[src/rtl/uc_multiciclo_param_if.sv]
// uc_multiciclo_param_if
//   Bundles the control unit's datapath-facing signals.
//   master : the control unit drives the load/select strobes and State, and
//            samples the comparator flags and the instruction register.
//   slave  : the datapath side (mirror of master).
//   Signals: ET, LT, Instr31_0 (datapath -> control);
//            LoadIR, PCWrite, LoadOldPC, LoadRegA, LoadRegB, LoadMDR,
//            LoadAluout, WriteRegBanco, DMemWR, AluSrcA, AluSrcB, AluFct,
//            MemToReg, InstrType, State, Illegal (control -> datapath).
interface uc_multiciclo_param_if #(
  parameter int unsigned ALUFCT_W = 3,
  parameter int unsigned SEL_W    = 3
);
  logic                ET;
  logic                LT;
  logic [31:0]         Instr31_0;
  logic                LoadIR;
  logic                PCWrite;
  logic                LoadOldPC;
  logic                LoadRegA;
  logic                LoadRegB;
  logic                LoadMDR;
  logic                LoadAluout;
  logic                WriteRegBanco;
  logic                DMemWR;
  logic [SEL_W-1:0]    AluSrcA;
  logic [SEL_W-1:0]    AluSrcB;
  logic [ALUFCT_W-1:0] AluFct;
  logic [SEL_W-1:0]    MemToReg;
  logic [SEL_W-1:0]    InstrType;
  logic [6:0]          State;
  logic                Illegal;

  modport master (
    input  ET, LT, Instr31_0,
    output LoadIR, PCWrite, LoadOldPC, LoadRegA, LoadRegB, LoadMDR,
           LoadAluout, WriteRegBanco, DMemWR, AluSrcA, AluSrcB, AluFct,
           MemToReg, InstrType, State, Illegal
  );

  modport slave (
    output ET, LT, Instr31_0,
    input  LoadIR, PCWrite, LoadOldPC, LoadRegA, LoadRegB, LoadMDR,
           LoadAluout, WriteRegBanco, DMemWR, AluSrcA, AluSrcB, AluFct,
           MemToReg, InstrType, State, Illegal
  );
endinterface

[src/rtl/uc_multiciclo_param.sv]
// uc_multiciclo_param
//   Multicycle control unit for the RV64 subset datapath. Sequences fetch,
//   decode, execute, memory and write-back for add/sub/addi/ld/sd/lui and
//   beq/bne/blt/bge, with MEM_LAT wait cycles per memory access.
//   Ports: clock (rising edge), reset (async, active-high -> state RST),
//          bus (uc_multiciclo_param_if.master): flags + IR in, strobes out.
//   Build option: define UC_TRAP_EN to turn undecodable instructions into a
//   trap (Illegal pulse, PC <- trap vector); otherwise they execute as NOP.
module uc_multiciclo_param #(
  parameter int unsigned MEM_LAT  = 1,
  parameter int unsigned ALUFCT_W = 3,
  parameter int unsigned SEL_W    = 3
) (
  input  logic                   clock,
  input  logic                   reset,
  uc_multiciclo_param_if.master  bus
);

  typedef enum logic [6:0] {
    RST      = 7'd0,  FETCH    = 7'd1,  IF_WAIT  = 7'd2,  LOAD_IR  = 7'd3,
    DECODE   = 7'd4,  EX_ADD   = 7'd5,  EX_SUB   = 7'd6,  EX_ADDI  = 7'd7,
    EX_LUI   = 7'd8,  WB_ALU   = 7'd9,  ADDR_LD  = 7'd10, ADDR_SD  = 7'd11,
    DR_WAIT  = 7'd12, LOAD_MDR = 7'd13, WB_MEM   = 7'd14, MEM_WR   = 7'd15,
    DW_WAIT  = 7'd16, BRANCH   = 7'd17, BR_TAKE  = 7'd18, ILLEGAL  = 7'd19
  } state_t;

  // Counter keeps at least one bit so MEM_LAT == 0 still elaborates.
  localparam int unsigned WC_W = (MEM_LAT > 0) ? $clog2(MEM_LAT + 1) : 1;
  localparam logic [WC_W-1:0] WC_LAST = (MEM_LAT > 0) ? WC_W'(MEM_LAT - 1) : '0;

  state_t            state_q, state_d;
  logic [WC_W-1:0]   wcnt_q, wcnt_d;

  logic [6:0]        opcode;
  logic [2:0]        funct3;
  logic [6:0]        funct7;
  logic              wait_done;
  logic              taken;

  logic                load_ir, pc_write, load_old_pc, load_reg_a, load_reg_b;
  logic                load_mdr, load_aluout, write_reg, dmem_wr, illegal;
  logic [SEL_W-1:0]    alu_src_a, alu_src_b, mem_to_reg, instr_type;
  logic [ALUFCT_W-1:0] alu_fct;

  logic unused_instr_bits;

  assign opcode    = bus.Instr31_0[6:0];
  assign funct3    = bus.Instr31_0[14:12];
  assign funct7    = bus.Instr31_0[31:25];
  assign wait_done = (wcnt_q == WC_LAST);
  assign unused_instr_bits = ^{bus.Instr31_0[24:15], bus.Instr31_0[11:7]};

  always_comb begin
    unique case (funct3)
      3'b000:  taken = bus.ET;
      3'b001:  taken = ~bus.ET;
      3'b100:  taken = bus.LT;
      3'b101:  taken = ~bus.LT;
      default: taken = 1'b0;
    endcase
  end

  always_ff @(posedge clock or posedge reset) begin
    if (reset) begin
      state_q <= RST;
      wcnt_q  <= '0;
    end else begin
      state_q <= state_d;
      wcnt_q  <= wcnt_d;
    end
  end

  always_comb begin
    state_d     = state_q;
    wcnt_d      = '0;
    load_ir     = 1'b0;
    pc_write    = 1'b0;
    load_old_pc = 1'b0;
    load_reg_a  = 1'b0;
    load_reg_b  = 1'b0;
    load_mdr    = 1'b0;
    load_aluout = 1'b0;
    write_reg   = 1'b0;
    dmem_wr     = 1'b0;
    illegal     = 1'b0;
    alu_src_a   = '0;
    alu_src_b   = '0;
    alu_fct     = '0;
    mem_to_reg  = '0;
    instr_type  = '0;

    case (state_q)
      RST: state_d = FETCH;

      FETCH: begin
        pc_write    = 1'b1;
        load_old_pc = 1'b1;
        alu_src_b   = SEL_W'(1);
        alu_fct     = ALUFCT_W'(1);
        state_d     = (MEM_LAT == 0) ? LOAD_IR : IF_WAIT;
      end

      // wcnt_d defaults to 0, so any entry into a wait state starts from 0.
      IF_WAIT: if (wait_done) state_d = LOAD_IR; else wcnt_d = wcnt_q + WC_W'(1);

      LOAD_IR: begin
        load_ir = 1'b1;
        state_d = DECODE;
      end

      DECODE: begin
        load_reg_a = 1'b1;
        load_reg_b = 1'b1;
        state_d    = ILLEGAL;
        case (opcode)
          7'b0110011: if (funct3 == 3'b000) begin
            if (funct7 == 7'b0000000)      state_d = EX_ADD;
            else if (funct7 == 7'b0100000) state_d = EX_SUB;
          end
          7'b0010011: if (funct3 == 3'b000) state_d = EX_ADDI;
          7'b0000011: if (funct3 == 3'b011) state_d = ADDR_LD;
          7'b0100011: begin
            instr_type = SEL_W'(1);
            if (funct3 == 3'b011) state_d = ADDR_SD;
          end
          7'b1100011: begin
            instr_type = SEL_W'(2);
            if (funct3 inside {3'b000, 3'b001, 3'b100, 3'b101}) state_d = BRANCH;
          end
          7'b0110111: begin
            instr_type = SEL_W'(4);
            state_d    = EX_LUI;
          end
          default: ;
        endcase
      end

      EX_ADD, EX_SUB: begin
        alu_src_a   = SEL_W'(1);
        alu_fct     = (state_q == EX_SUB) ? ALUFCT_W'(2) : ALUFCT_W'(1);
        load_aluout = 1'b1;
        state_d     = WB_ALU;
      end

      EX_ADDI, EX_LUI: begin
        alu_src_a   = (state_q == EX_LUI) ? SEL_W'(2) : SEL_W'(1);
        alu_src_b   = SEL_W'(2);
        alu_fct     = ALUFCT_W'(1);
        load_aluout = 1'b1;
        state_d     = WB_ALU;
      end

      WB_ALU: begin
        mem_to_reg = SEL_W'(1);
        write_reg  = 1'b1;
        state_d    = FETCH;
      end

      ADDR_LD, ADDR_SD: begin
        alu_src_a   = SEL_W'(1);
        alu_src_b   = SEL_W'(2);
        alu_fct     = ALUFCT_W'(1);
        load_aluout = 1'b1;
        if (state_q == ADDR_SD) state_d = MEM_WR;
        else                    state_d = (MEM_LAT == 0) ? LOAD_MDR : DR_WAIT;
      end

      DR_WAIT: if (wait_done) state_d = LOAD_MDR; else wcnt_d = wcnt_q + WC_W'(1);

      LOAD_MDR: begin
        load_mdr = 1'b1;
        state_d  = WB_MEM;
      end

      WB_MEM: begin
        write_reg = 1'b1;
        state_d   = FETCH;
      end

      MEM_WR: begin
        dmem_wr = 1'b1;
        state_d = (MEM_LAT == 0) ? FETCH : DW_WAIT;
      end

      // Write strobe stays high while the slow memory completes the store.
      DW_WAIT: begin
        dmem_wr = 1'b1;
        if (wait_done) state_d = FETCH; else wcnt_d = wcnt_q + WC_W'(1);
      end

      BRANCH: begin
        alu_src_a = SEL_W'(1);
        alu_fct   = ALUFCT_W'(7);
        state_d   = taken ? BR_TAKE : FETCH;
      end

      // Target is computed from the PC latched during FETCH, not the incremented PC.
      BR_TAKE: begin
        alu_src_a = SEL_W'(3);
        alu_src_b = SEL_W'(2);
        alu_fct   = ALUFCT_W'(1);
        pc_write  = 1'b1;
        state_d   = FETCH;
      end

      ILLEGAL: begin
`ifdef UC_TRAP_EN
        illegal   = 1'b1;
        alu_src_a = SEL_W'(2);
        alu_src_b = SEL_W'(3);
        alu_fct   = ALUFCT_W'(1);
        pc_write  = 1'b1;
`endif
        state_d   = FETCH;
      end

      default: state_d = RST;
    endcase
  end

  assign bus.LoadIR        = load_ir;
  assign bus.PCWrite       = pc_write;
  assign bus.LoadOldPC     = load_old_pc;
  assign bus.LoadRegA      = load_reg_a;
  assign bus.LoadRegB      = load_reg_b;
  assign bus.LoadMDR       = load_mdr;
  assign bus.LoadAluout    = load_aluout;
  assign bus.WriteRegBanco = write_reg;
  assign bus.DMemWR        = dmem_wr;
  assign bus.AluSrcA       = alu_src_a;
  assign bus.AluSrcB       = alu_src_b;
  assign bus.AluFct        = alu_fct;
  assign bus.MemToReg      = mem_to_reg;
  assign bus.InstrType     = instr_type;
  assign bus.State         = state_q;
  assign bus.Illegal       = illegal;

endmodule
[src/flat_wrapper.sv]
// flat-port wrapper written by rule: the top's interface ports become plain ports
module uc_multiciclo_param_flat 
#(
  parameter int unsigned MEM_LAT  = 1,
  parameter int unsigned ALUFCT_W = 3,
  parameter int unsigned SEL_W    = 3
)
  (clock, reset, bus_ET, bus_LT, bus_Instr31_0, bus_LoadIR, bus_PCWrite, bus_LoadOldPC, bus_LoadRegA, bus_LoadRegB, bus_LoadMDR, bus_LoadAluout, bus_WriteRegBanco, bus_DMemWR, bus_AluSrcA, bus_AluSrcB, bus_AluFct, bus_MemToReg, bus_InstrType, bus_State, bus_Illegal);
  uc_multiciclo_param_if #(.ALUFCT_W(ALUFCT_W), .SEL_W(SEL_W)) bus_i ();
  input  logic clock;
  input  logic reset;
  input wire logic [$bits(bus_i.ET)-1:0] bus_ET;
  input wire logic [$bits(bus_i.LT)-1:0] bus_LT;
  input wire logic [$bits(bus_i.Instr31_0)-1:0] bus_Instr31_0;
  output wire logic [$bits(bus_i.LoadIR)-1:0] bus_LoadIR;
  output wire logic [$bits(bus_i.PCWrite)-1:0] bus_PCWrite;
  output wire logic [$bits(bus_i.LoadOldPC)-1:0] bus_LoadOldPC;
  output wire logic [$bits(bus_i.LoadRegA)-1:0] bus_LoadRegA;
  output wire logic [$bits(bus_i.LoadRegB)-1:0] bus_LoadRegB;
  output wire logic [$bits(bus_i.LoadMDR)-1:0] bus_LoadMDR;
  output wire logic [$bits(bus_i.LoadAluout)-1:0] bus_LoadAluout;
  output wire logic [$bits(bus_i.WriteRegBanco)-1:0] bus_WriteRegBanco;
  output wire logic [$bits(bus_i.DMemWR)-1:0] bus_DMemWR;
  output wire logic [$bits(bus_i.AluSrcA)-1:0] bus_AluSrcA;
  output wire logic [$bits(bus_i.AluSrcB)-1:0] bus_AluSrcB;
  output wire logic [$bits(bus_i.AluFct)-1:0] bus_AluFct;
  output wire logic [$bits(bus_i.MemToReg)-1:0] bus_MemToReg;
  output wire logic [$bits(bus_i.InstrType)-1:0] bus_InstrType;
  output wire logic [$bits(bus_i.State)-1:0] bus_State;
  output wire logic [$bits(bus_i.Illegal)-1:0] bus_Illegal;
  assign bus_i.ET = bus_ET;
  assign bus_i.LT = bus_LT;
  assign bus_i.Instr31_0 = bus_Instr31_0;
  assign bus_LoadIR = bus_i.LoadIR;
  assign bus_PCWrite = bus_i.PCWrite;
  assign bus_LoadOldPC = bus_i.LoadOldPC;
  assign bus_LoadRegA = bus_i.LoadRegA;
  assign bus_LoadRegB = bus_i.LoadRegB;
  assign bus_LoadMDR = bus_i.LoadMDR;
  assign bus_LoadAluout = bus_i.LoadAluout;
  assign bus_WriteRegBanco = bus_i.WriteRegBanco;
  assign bus_DMemWR = bus_i.DMemWR;
  assign bus_AluSrcA = bus_i.AluSrcA;
  assign bus_AluSrcB = bus_i.AluSrcB;
  assign bus_AluFct = bus_i.AluFct;
  assign bus_MemToReg = bus_i.MemToReg;
  assign bus_InstrType = bus_i.InstrType;
  assign bus_State = bus_i.State;
  assign bus_Illegal = bus_i.Illegal;
  uc_multiciclo_param #(.MEM_LAT(MEM_LAT), .ALUFCT_W(ALUFCT_W), .SEL_W(SEL_W)) u_core (.clock(clock), .reset(reset), .bus(bus_i));
endmodule
[config.mk]
export PLATFORM = sky130hd
export DESIGN_NAME = uc_multiciclo_param_flat
export DESIGN_NICKNAME = d
export VERILOG_FILES = /design/src/rtl/uc_multiciclo_param_if.sv /design/src/rtl/uc_multiciclo_param.sv /design/src/flat_wrapper.sv
export SDC_FILE = /design/constraint.sdc
export NUM_CORES = 1
export LEC_CHECK = 0
export CAP_MARGIN = 5
export CORE_AREA = 2 2 62 64
export DETAILED_ROUTE_END_ITERATION = 7
export DIE_AREA = 0 0 64 66
export GPL_TIMING_DRIVEN = 0
export PLACE_DENSITY = 0.62
export SYNTH_ARGS = -nofsm -noshare
export SYNTH_HDL_FRONTEND = slang
export SYNTH_SLANG_ARGS = --single-unit
[constraint.sdc]
create_clock -name clock -period 2.5 [get_ports clock]
set_input_delay 0.5 -clock clock [delete_from_list [all_inputs] [get_ports clock]]
set_output_delay 0.5 -clock clock [all_outputs]
set_load 0.005 [all_outputs]
### Word-level counts from Yosys, hierarchy flattened

Index checks and enable logic that the tools add are counted.

* $add $sub $neg: 1
* eq/ne operators: 33
* mux-type cells: 33
* bitwise gates (word level): 2
* reduce and logical (&&, ||, !) cells: 18

Operators with widths (count)
* $pmux W7 S12: 1
* $eq A7 B4 Y1 const B: 8
* $pmux W7 S6: 1
* $eq A7 B5 Y1 const B: 5
* $mux W7: 5
* $eq A7 B3 Y1 const B: 4
* $eq A7 B6 Y1 const B: 4
* $pmux W3 S3: 3
* $mux W5: 5
* $eq A7 B2 Y1 const B: 3
* $reduce_or A5 Y1: 3
* $logic_not A7 Y1: 2
* $reduce_or A2 Y1: 6
* $reduce_or A6 Y1: 2
* $mux W1: 11
* $mux W2: 4
* $eq A7 B1 Y1 const B: 1
* $eq A7 B7 Y1 const B: 1
* $eq A3 B3 Y1 const B: 2
* $ne A2 B2 Y1 const B: 3
* $pmux W1 S4: 1
* $pmux W2 S2: 1
* $reduce_bool A4 Y1: 1
* $reduce_or A4 Y1: 1
* other kinds (8): 9

* register bits after elaboration: 8
* input bits: 36
* output and inout bits: 32
* logic and storage cells: 89

### Depth between registers and ports, before layout

Gate-level depths: netlist (run 1).

* word-level depth: 6
* mapped depth: 5
* depth with buffers taken out: 4

### Least setup slack after synthesis (run 1)

No wires, ideal clock.

* kind: reg2out
* from: reg u_core.state_q[3], in the netlist u_core.bus.State[3]
* to: out bus_InstrType[0]
* arrival: 1630 ps
* data required time: 2000 ps
* path slack: 370 ps
* stages on the path, launching flop included: 5
* buffers on the path: 0
* cell sequence: dfrtp_1 -> or4b_4 -> nand4bb_1 -> nand2b_4 -> nor4b_2

* word-level cells in the longest chain between the ends: 2

RTL lines
* start: declaration: RTL line uc_multiciclo_param.sv:31 `state_t state_q, state_d;`
* start signal: assignment: RTL line uc_multiciclo_param.sv:68 `state_q <= state_d;`
* $eq A7 B3 Y1: RTL line uc_multiciclo_param.sv:92 `case (state_q)`
* $mux W3: RTL line uc_multiciclo_param.sv:92
* end: declaration: RTL line flat_wrapper.sv:28 `output wire logic [$bits(bus_i.InstrType)-1:0] bus_InstrType;`

No other way between the ends.

### Worst setup path in the final report (run 1)

* from: reg u_core.state_q[1], in the netlist u_core.bus.State[1]
* to: out bus_InstrType[0]

Same word-level chain as after synthesis.

==> results of run 1 <==
## placed cells by master (no fill, tap or decap), types with 2 or more instances in the layout
cell type                         count
sky130_fd_sc_hd__nand3b_1             2
sky130_fd_sc_hd__o2111ai_1            2
sky130_fd_sc_hd__clkbuf_2             2
sky130_fd_sc_hd__nor2_4               2
sky130_fd_sc_hd__dlymetal6s2s_1       5
sky130_fd_sc_hd__clkdlybuf4s50_1     36
sky130_fd_sc_hd__nor2b_4              2
sky130_fd_sc_hd__and3_1               2
sky130_fd_sc_hd__a21oi_1              8
sky130_fd_sc_hd__buf_2                2
sky130_fd_sc_hd__o21ai_0              7
sky130_fd_sc_hd__nand2b_4             2
sky130_fd_sc_hd__nor2b_1              4
sky130_fd_sc_hd__o211ai_1             3
sky130_fd_sc_hd__nand2_1             11
sky130_fd_sc_hd__nor2b_2              2
sky130_fd_sc_hd__or3_1                2
sky130_fd_sc_hd__a311oi_1             2
sky130_fd_sc_hd__clkbuf_4             5
sky130_fd_sc_hd__conb_1               7
sky130_fd_sc_hd__mux2i_1              2
sky130_fd_sc_hd__nand2b_1             4
sky130_fd_sc_hd__buf_4               19
sky130_fd_sc_hd__nor3_1               4
sky130_fd_sc_hd__inv_1                6
sky130_fd_sc_hd__o32ai_1              2
sky130_fd_sc_hd__nand3_1              4
sky130_fd_sc_hd__o22ai_1              3
sky130_fd_sc_hd__nor2_1              12
sky130_fd_sc_hd__and2_1               4
sky130_fd_sc_hd__dfrtp_2              5
sky130_fd_sc_hd__clkbuf_1             3
## cell families (layout without fill, tap and decap cells)
family | Yosys count | after routing | synth area share
AO/OA/AOI/OAI | 40 | 40 | 0.2944
XOR/XNOR | 1 | 1 | 0.009200
buffers and inverters | 24 | 80 | 0.1262
flip-flops | 5 | 5 | 0.1314
multiplexers | 2 | 2 | 0.02103
other | 1 | 7 | 0.003938
AND/OR/NAND/NOR | 66 | 66 | 0.4139
## worst max-delay path, delay by kind of cell (launching register included)
| kind | cells | cell delay [ns] |
|---|---|---|
| buffers and inverters | 1 | 0.15 |
| DFF | 1 | 0.39 |
| and+or+nand+nor | 4 | 1.22 |
## report_power, final
part / switching (mW) / internal [mW] / leakage, nW / total, mW
Combinational: 0.561 / 0.653 / 0.663 / 1.21
Clock: 0.0300 / 0.0601 / 0.0150 / 0.0901
Sequential: 0.0453 / 0.125 / 0.0566 / 0.170
## cell type report
| class | instances | area share |
|---|---|---|
| flip-flops and latches | 5 | 0.07889 |
| inverters | 6 | 0.01352 |
| well taps | 48 | 0.03606 |
| clock buffers | 4 | 0.01578 |
| repair buffers | 54 | 0.3133 |
| multi-input cells | 116 | 0.4793 |
| plain buffers | 16 | 0.06311 |
## metal layers
| metal | vias to the layer above | share of wire | global-route usage |
|---|---|---|---|
| li1 | 624 | - | - |
| met1 | 551 | 0.47 | 0.2062 |
| met2 | 61 | 0.45 | 0.2331 |
| met3 | 4 | 0.071 | 0.02044 |
| met4 | 0 | 0.010 | 0.04620 |
| met5 | - | 0 | 0 |
## repair_timing
| item | CTS | global route |
|---|---|---|
| endpoints found under the setup margin | 15 | 9 |
| setup buffers | 6 | 4 |
| pin swaps | 1 | 1 |
| resized for setup | 29 | 16 |
## path summary, 6_finish.rpt
| kind | slack [ns] | end |
|---|---|---|
| worst max-delay path | -0.006 | bus_InstrType[0] |
| worst min-delay path | 0.45 | u_core.bus.State[1]$_DFF_PP0_ |
| max in group asynchronous | 1.87 | u_core.bus.State[3]$_DFF_PP0_ |
| worst min register to register | 0.75 | u_core.bus.State[2]$_DFF_PP0_ |
| worst max register to register | 0.73 | u_core.bus.State[4]$_DFF_PP0_ |
| min in group clock | 0.75 | u_core.bus.State[2]$_DFF_PP0_ |
==> impl_metrics.sql, run 1 <==
INSERT INTO impl_metrics (metric_group, metric, value, unit) VALUES
('final_layout', 'layout.filler_cells', '357', ''),
('final_layout', 'multiInputGateArea', '798.3', 'um^2'),
('critical_path', 'worstSetupEndpointType', 'primary output', ''),
('sta', 'setup_viol_count_final', '1', ''),
('floorplan', 'ios', '68', ''),
('floorplan', 'fp.dieArea', '4224', 'um^2'),
('floorplan', 'floorplan.die.height', '66', 'um'),
('floorplan', 'row_count', '22', ''),
('place', 'hpwlAfterDp', '2354', 'um'),
('sta', 'timing.hold.ws', '0.4539', 'ns'),
('routing', 'drt_first_iter_violations', '66', ''),
('sta', 'timing.max_slew.rel_slack', '0.6633', ''),
('grt', 'grt_first_pass_wirelength', '5037', 'um'),
('synthesis', 'number_of_flops_mapped_to_enable_cells_by_yosys', '0', ''),
('critical_path', 'timing.critical_path.required', '2.00', 'ns'),
('final_layout', 'share_of_cells_above_drive_strength_1', '0.2338', ''),
('critical_path', 'crit_path_max_fanout', '4', ''),
('sta', 'fmax', '399.0', 'MHz'),
('routing', 'wl_per_cell', '12.83', 'um'),
('clock_network', 'cts_htree_levels', '1', ''),
('routing', 'vias_per_cell', '4.980', ''),
('place', 'place.gp.congestion', '0.8889', ''),
('sta', 'grt_setup_unrepaired', 'yes', ''),
('critical_path', 'crit-reg2reg-launch', 'u_core.bus.State[1]$_DFF_PP0_', ''),
('clock_network', 'cts-buffers-inserted', '3', ''),
('floorplan', 'fp.coreArea', '3551', 'um^2'),
('critical_path', 'timing.critical_path.from_type', 'flop', ''),
('power', 'leakage', '0.7345', 'nW'),
('grt', 'antenna_violations_before_repair', '0', ''),
('routing', 'firstDrtPassIters', '4', ''),
('critical_path', 'cp-startpoint', 'u_core.bus.State[1]$_DFF_PP0_', ''),
('critical_path', 'crit_path_top_delay_cell', 'sky130_fd_sc_hd__or4b_4', ''),
('synthesis', 'yosysMostFrequentCell', 'sky130_fd_sc_hd__nor2_1', ''),
('critical_path', 'path_class', 'flop to primary output', ''),
('synthesis', 'largest_cells_by_area_after_synthesis', 'sky130_fd_sc_hd__dfrtp_1 (13%), sky130_fd_sc_hd__buf_4 (6.3%), sky130_fd_sc_hd__nor2_1 (5.5%)', ''),
('min_path', 'classification_of_the_worst_slack_hold_path', 'input port to asynchronous set/reset pin', ''),
('power', 'vdd_drop_max', '0.2460', 'mV'),
('outcome', 'outcome', 'finished, violations left', ''),
('critical_path', 'crit_chain', 'or4b_4 -> nand4bb_4 -> nand2b_4 -> nor4b_2 -> buf_2', ''),
('clock_network', 'clk_pin_slew_worst_paths', '0.04', 'ns'),
('synthesis', 'synth.largest_area_cell', 'sky130_fd_sc_hd__dfrtp_1', ''),
('critical_path', 'cp_peak_stage_delay', '0.59', 'ns'),
('clock_network', 'clock_sink_count', '5', ''),
('sta', 'hold_viol_final', '0', ''),
('critical_path', 'cp_data_arrival_time', '2.01', 'ns'),
('final_layout', 'stdcell_count', '249', ''),
('place', 'dpl-instance-area', '1475', 'um^2'),
('sta', 'finalWorstPathRequiredPeriod', '2.506', 'ns'),
('place', 'count_of_buffers_inserted_at_the_top_level_ports', '44', ''),
('place', 'place_inst', '237', ''),
('power', 'power', '1.474', 'mW'),
('synthesis', 'synth.yosys.warnings', '0', ''),
('floorplan', 'starting_density_of_the_core', '0.2681', ''),
('sta', 'finalWorstSetupSlack', '-0.006143', 'ns'),
('routing', 'vias', '1240', ''),
('clock_network', 'cts_root_buffer', 'sky130_fd_sc_hd__clkbuf_4', ''),
('final_layout', 'area.sequential', '131.4', 'um^2'),
('synthesis', 'yosys_most_used_dff', 'sky130_fd_sc_hd__dfrtp_1', ''),
('synthesis', 'ys_seq_elements', '5', ''),
('outcome', 'violated_checks', 'setup timing', ''),
('critical_path', 'reg2reg_depth', '4', ''),
('synthesis', 'postSynth.asyncResetShare', '1.000', ''),
('synthesis', 'most_used_standard_cells_in_the_synthesized_netlist', 'sky130_fd_sc_hd__nor2_1 (14), sky130_fd_sc_hd__nand2_1 (11), sky130_fd_sc_hd__clkbuf_1 (10)', ''),
('final_layout', 'area_growth', '74.90', '%'),
('routing', 'ant_nets', '0', ''),
('sta', 'worst-slew-pin-transition', '0.5034', 'ns'),
('sta', 'setup_total_negative_slack', '-0.006143', 'ns'),
('grt', 'number_of_global_route_vias_before_repair', '1092', ''),
('power', 'power_density', '885.2', 'nW/um^2'),
('place', 'dp_slack', '-0.3716', 'ns'),
('sta', 'drv_slew', '0', '');
No activity file was read; power rests on OpenSTA's default activity.
==> run 2: changes to the inputs <==
CORE_AREA = 2 2 56 58   (was 2 2 62 64)
DIE_AREA = 0 0 58 60   (was 0 0 64 66)
PLACE_DENSITY = 0.75   (was 0.62)
RECOVER_POWER = 50   (was unset)
==> impl_metrics.sql, run 2 (same netlist as run 1, synthesis figures left out) <==
INSERT INTO impl_metrics (metric_group, metric, value, unit) VALUES
('routing', 'drc', '0', ''),
('final_layout', 'area_growth', '68.59', '%'),
('sta', 'drv_slew', '0', ''),
('grt', 'antenna_violations_before_repair', '0', ''),
('final_layout', 'cell_area_after_layout', '1605', 'um^2'),
('critical_path', 'crit_path_max_fanout', '3', ''),
('floorplan', 'ios', '68', ''),
('outcome', 'outcome', 'finished, violations left', ''),
('clock_network', 'post_cts_hold_buffer_count', '0', ''),
('final_layout', 'antenna_cells', '0', ''),
('clock_network', 'tritoncts', 'done', ''),
('clock_network', 'cts-buffers-inserted', '3', ''),
('critical_path', 'path_class', 'flop to primary output', ''),
('place', 'place_inst', '222', ''),
('final_layout', 'largest_reg_flops', '5', ''),
('sta', 'setup_total_negative_slack', '-0.02080', 'ns'),
('final_layout', 'layout.cells.most_common', 'sky130_fd_sc_hd__clkdlybuf4s50_1', ''),
('routing', 'drt_first_iter_violations', '45', ''),
('clock_network', 'cts_htree_levels', '1', ''),
('grt', 'number_of_global_route_vias_before_repair', '1178', ''),
('final_layout', 'layout_common_cells', 'sky130_fd_sc_hd__clkdlybuf4s50_1 (35), sky130_fd_sc_hd__buf_4 (19), sky130_fd_sc_hd__nor2_1 (12)', ''),
('routing', 'ant_nets', '0', ''),
('job', 'max-cap-violations', '0', ''),
('sta', 'final_cycle_utilization_of_the_critical_path', '1.008', ''),
('outcome', 'violated_checks', 'setup timing', ''),
('critical_path', 'crit_path_top_delay_cell', 'sky130_fd_sc_hd__or4b_4', ''),
('power', 'leakage', '0.6575', 'nW'),
('critical_path', 'worstSetupEndpointType', 'primary output', ''),
('routing', 'vias_per_cell', '5.556', ''),
('floorplan', 'starting_density_of_the_core', '0.3280', ''),
('min_path', 'classification_of_the_worst_slack_hold_path', 'input port to asynchronous set/reset pin', ''),
('final_layout', 'final_nets', '236', ''),
('floorplan', 'die_width', '58', 'um'),
('critical_path', 'cp_data_arrival_time', '2.02', 'ns'),
('grt', 'grt_first_pass_wirelength', '5402', 'um'),
('final_layout', 'final_util', '0.5530', ''),
('clock_network', 'clk_pin_slew_worst_paths', '0.04', 'ns'),
('grt', 'track_usage', '0.1944', ''),
('place', 'count_of_buffers_inserted_at_the_top_level_ports', '44', ''),
('place', 'place.gp.congestion', '0.8633', ''),
('power', 'power', '1.439', 'mW'),
('sta', 'finClkSkew', '0.003451', 'ns'),
('grt', 'global_route.overflow_total', '0', ''),
('final_layout', 'share_of_cells_above_drive_strength_1', '0.2211', ''),
('sta', 'grt_setup_unrepaired', 'yes', ''),
('clock_network', 'insertion_delay', '0.24', 'ns'),
('place', 'hpwlAfterDp', '2573', 'um'),
('place', 'dpl-instance-area', '1456', 'um^2'),
('sta', 'finalWorstPathRequiredPeriod', '2.521', 'ns'),
('power', 'vdd_drop_max', '0.5715', 'mV'),
('floorplan', 'fp.coreArea', '2903', 'um^2'),
('sta', 'timing.hold.ws', '0.5852', 'ns'),
('floorplan', 'fp.dieArea', '3480', 'um^2'),
('routing', 'wl_per_cell', '14.22', 'um'),
('sta', 'fmax', '396.7', 'MHz'),
('critical_path', 'timing.critical_path.buf_inv', '1', ''),
('final_layout', 'stdcell_count', '232', ''),
('sta', 'setup_viol_count_final', '1', ''),
('clock_network', 'clock_sink_count', '5', ''),
('critical_path', 'timing.critical_path.from_type', 'flop', ''),
('clock_network', 'cts-root-to-sink-buffers', '2', ''),
('floorplan', 'row_count', '20', ''),
('grt', 'maximum_number_of_pins_on_one_net_before_global_route_repair', '16', ''),
('critical_path', 'crit_chain', 'or4b_4 -> nand4bb_4 -> nand2b_4 -> nor4b_2 -> buf_2', ''),
('routing', 'totalWireLength', '3298', 'um'),
('routing', 'vias', '1289', ''),
('critical_path', 'timing.critical_path.max_delay_family', 'simple AND/OR/NAND/NOR gates', ''),
('sta', 'finalWorstSetupSlack', '-0.02080', 'ns'),
('critical_path', 'rrSetupSlack', '0.75', 'ns'),
('floorplan', 'floorplan.die.height', '60', 'um'),
('critical_path', 'cp_peak_stage_delay', '0.58', 'ns'),
('routing', 'firstDrtPassIters', '4', ''),
('final_layout', 'layout.filler_cells', '291', ''),
('place', 'dp_slack', '-0.3888', 'ns'),
('critical_path', 'timing.critical_path.required', '2.00', 'ns'),
('clock_network', 'cts_root_buffer', 'sky130_fd_sc_hd__clkbuf_4', ''),
('sta', 'hold_viol_final', '0', ''),
('power', 'power_density', '896.5', 'nW/um^2');
## run 2: changes by cell type in the layout (fill, tap and decap cells not counted), sizes merged
cell,before,now
buf,21,20
dlygate4sd3,0,5
clkdlybuf4s50,36,35
dlygate4sd2,1,3
clkbuf,10,9
dlymetal6s2s,5,0
clkdlybuf4s15,1,0
## run 2: repair_timing
action,4_1_cts,5_1_grt
gates resized for setup,29,7
cloned,0,0
pin swaps,1,3
endpoints found under the setup margin,16,5
buffers inserted,6,3
## run 2: path summary, 6_finish.rpt
check,from,to,depth (start not counted)
setup / recovery,u_core.bus.State[3]$_DFF_PP0_,bus_InstrType[0],5
hold / removal,reset,u_core.bus.State[3]$_DFF_PP0_,2
setup reg to reg,u_core.bus.State[3]$_DFF_PP0_,u_core.bus.State[4]$_DFF_PP0_,4
hold reg to reg,u_core.bus.State[0]$_DFF_PP0_,u_core.bus.State[1]$_DFF_PP0_,2
max in group asynchronous,reset,u_core.bus.State[0]$_DFF_PP0_,2
min in group clock,u_core.bus.State[0]$_DFF_PP0_,u_core.bus.State[1]$_DFF_PP0_,2
## run 2: per-layer routing
layer	share of wire	global-route usage	vias up
li1	-	-	623
met1	0.39	0.2418	591
met2	0.52	0.3782	71
met3	0.080	0.002165	4
met4	0.0076	0.03322	0
met5	0	0	-
## run 2: report_power, final
group | internal (mW) | switching (mW)
Clock | 0.0602 | 0.0316
Combinational | 0.623 | 0.549
Sequential | 0.123 | 0.0519
Total | 0.807 | 0.632
## run 2: layout make-up
cell class / count / area [um^2] / area share
flip-flops and latches: 5 / 130.1 / 0.08106
plain buffers: 15 / 101.3 / 0.06313
well taps: 33 / 41.29 / 0.02572
inverters: 6 / 22.52 / 0.01403
multi-input cells: 116 / 784.5 / 0.4887
clock buffers: 4 / 26.28 / 0.01637
repair buffers: 53 / 499.2 / 0.3110
==> edit, RTL diff (config.mk and constraints of run 2) <==
Add a define of `UC_TRAP_EN`.
--- a/src/rtl/uc_multiciclo_param.sv
+++ b/src/rtl/uc_multiciclo_param.sv
@@ -8,2 +8,4 @@
 //   trap (Illegal pulse, PC <- trap vector); otherwise they execute as NOP.
+`define UC_TRAP_EN
+
 module uc_multiciclo_param #(
Formal check against the unedited RTL: not equivalent (a bounded check fails within 10 cycles, from zero or initial values and one cycle with reset high).
==> edit against run 2 <==
Combinational power down 18%; routed wire length shrank 16%; worst setup slack better by 0.088 ns; sequential cell count is the same; area after synthesis shrank 4.3%; clock skew increased by 0.0031 ns; worst hold slack improved by 0.0012 ns; total power shrank 14%; design area down 3.6%; critical endpoint is now bus_AluFct[0]; largest cell class unchanged.
==> edit: results (changes against run 2) <==
[routing]
wl_per_cell_um=12.0  ; -15%
via_per_inst=5.30  ; -4.7%
drtIter0Drc=30  ; -33%

[place]
dpl.cell_count=223  ; +0.45%
port_buffers=45  ; +2.3%

[synth]
synthXorXnorAreaFrac=0.0288  ; +0.0196
synth-compound-area-share=0.269  ; -0.0251
syn_area_um2=911  ; -4.3%
synth_cell_types=44  ; -2.2%
yosysSeqAreaShare=0.137  ; +0.00596

[layout]
nonClkBufAreaFrac=0.378  ; +0.00340
nMultiInputCombCells=118  ; +1.7%
clockNetworkAreaShare=0.0178  ; +0.00142
final_area_um2=1550  ; -3.6%
inverters=5  ; -1
nFillCells=282  ; -3.1%
final_cells=230  ; -0.86%

[critical_path]
crit_family=buffers and inverters
slowest_stage=dfrtp_2
critical_path_arrival_ns=1.93  ; -0.09 ns
timing.rr.start=u_core.bus.State[2]

[global_routing]
grt_pass1_vias=1021  ; -13%
track_usage=0.158  ; -0.0363

[power]
power.share.combinational=0.779  ; -0.035
pg_clk_w=0.0000940  ; +2.4%
max-vdd-ir-drop_mv=0.431  ; -25%
internal_power_w=0.000680  ; -16%
powerDensity_nw_per_um2=796  ; -11%

[clock_network]
cts_resized=26  ; -10%
postCtsSetupRepairBufs=2  ; -4

[run_status]
outcome=finished clean

[sta]
clock_skew_ns=0.00656  ; +0.00311 ns

edit: cell count changes in the layout (fill, tap and decap cells not counted), sizes merged, moves of 4 or more:
cell           change
buf                -4
nor3               +4
clkdlybuf4s50      -4
nor2               +9
o31ai              +4
nor2b              -5
dlygate4sd2        +4
edit: per-layer routing:
layer	up-vias	routed length (um)	share of wire	track usage
li1	604	-	-	-
met1	561	1210	0.44	0.210
met2	49	1350	0.49	0.276
met3	4	180	0.065	0.0260
met4	0	26	0.0094	0.0199
met5	-	0	0	0
edit: path summary, 6_finish.rpt:
check | end | slack (ns) | cells after the start
setup / recovery | bus_AluFct[0] | 0.07 | 6
hold / removal | u_core.bus.State[0] | 0.59 | 2
setup reg to reg | u_core.bus.State[2] | 0.32 | 6
hold reg to reg | u_core.bus.State[0] | 0.75 | 3
max in group asynchronous | u_core.bus.State[1] | 1.73 | 2
min in group clock | u_core.bus.State[0] | 0.75 | 3
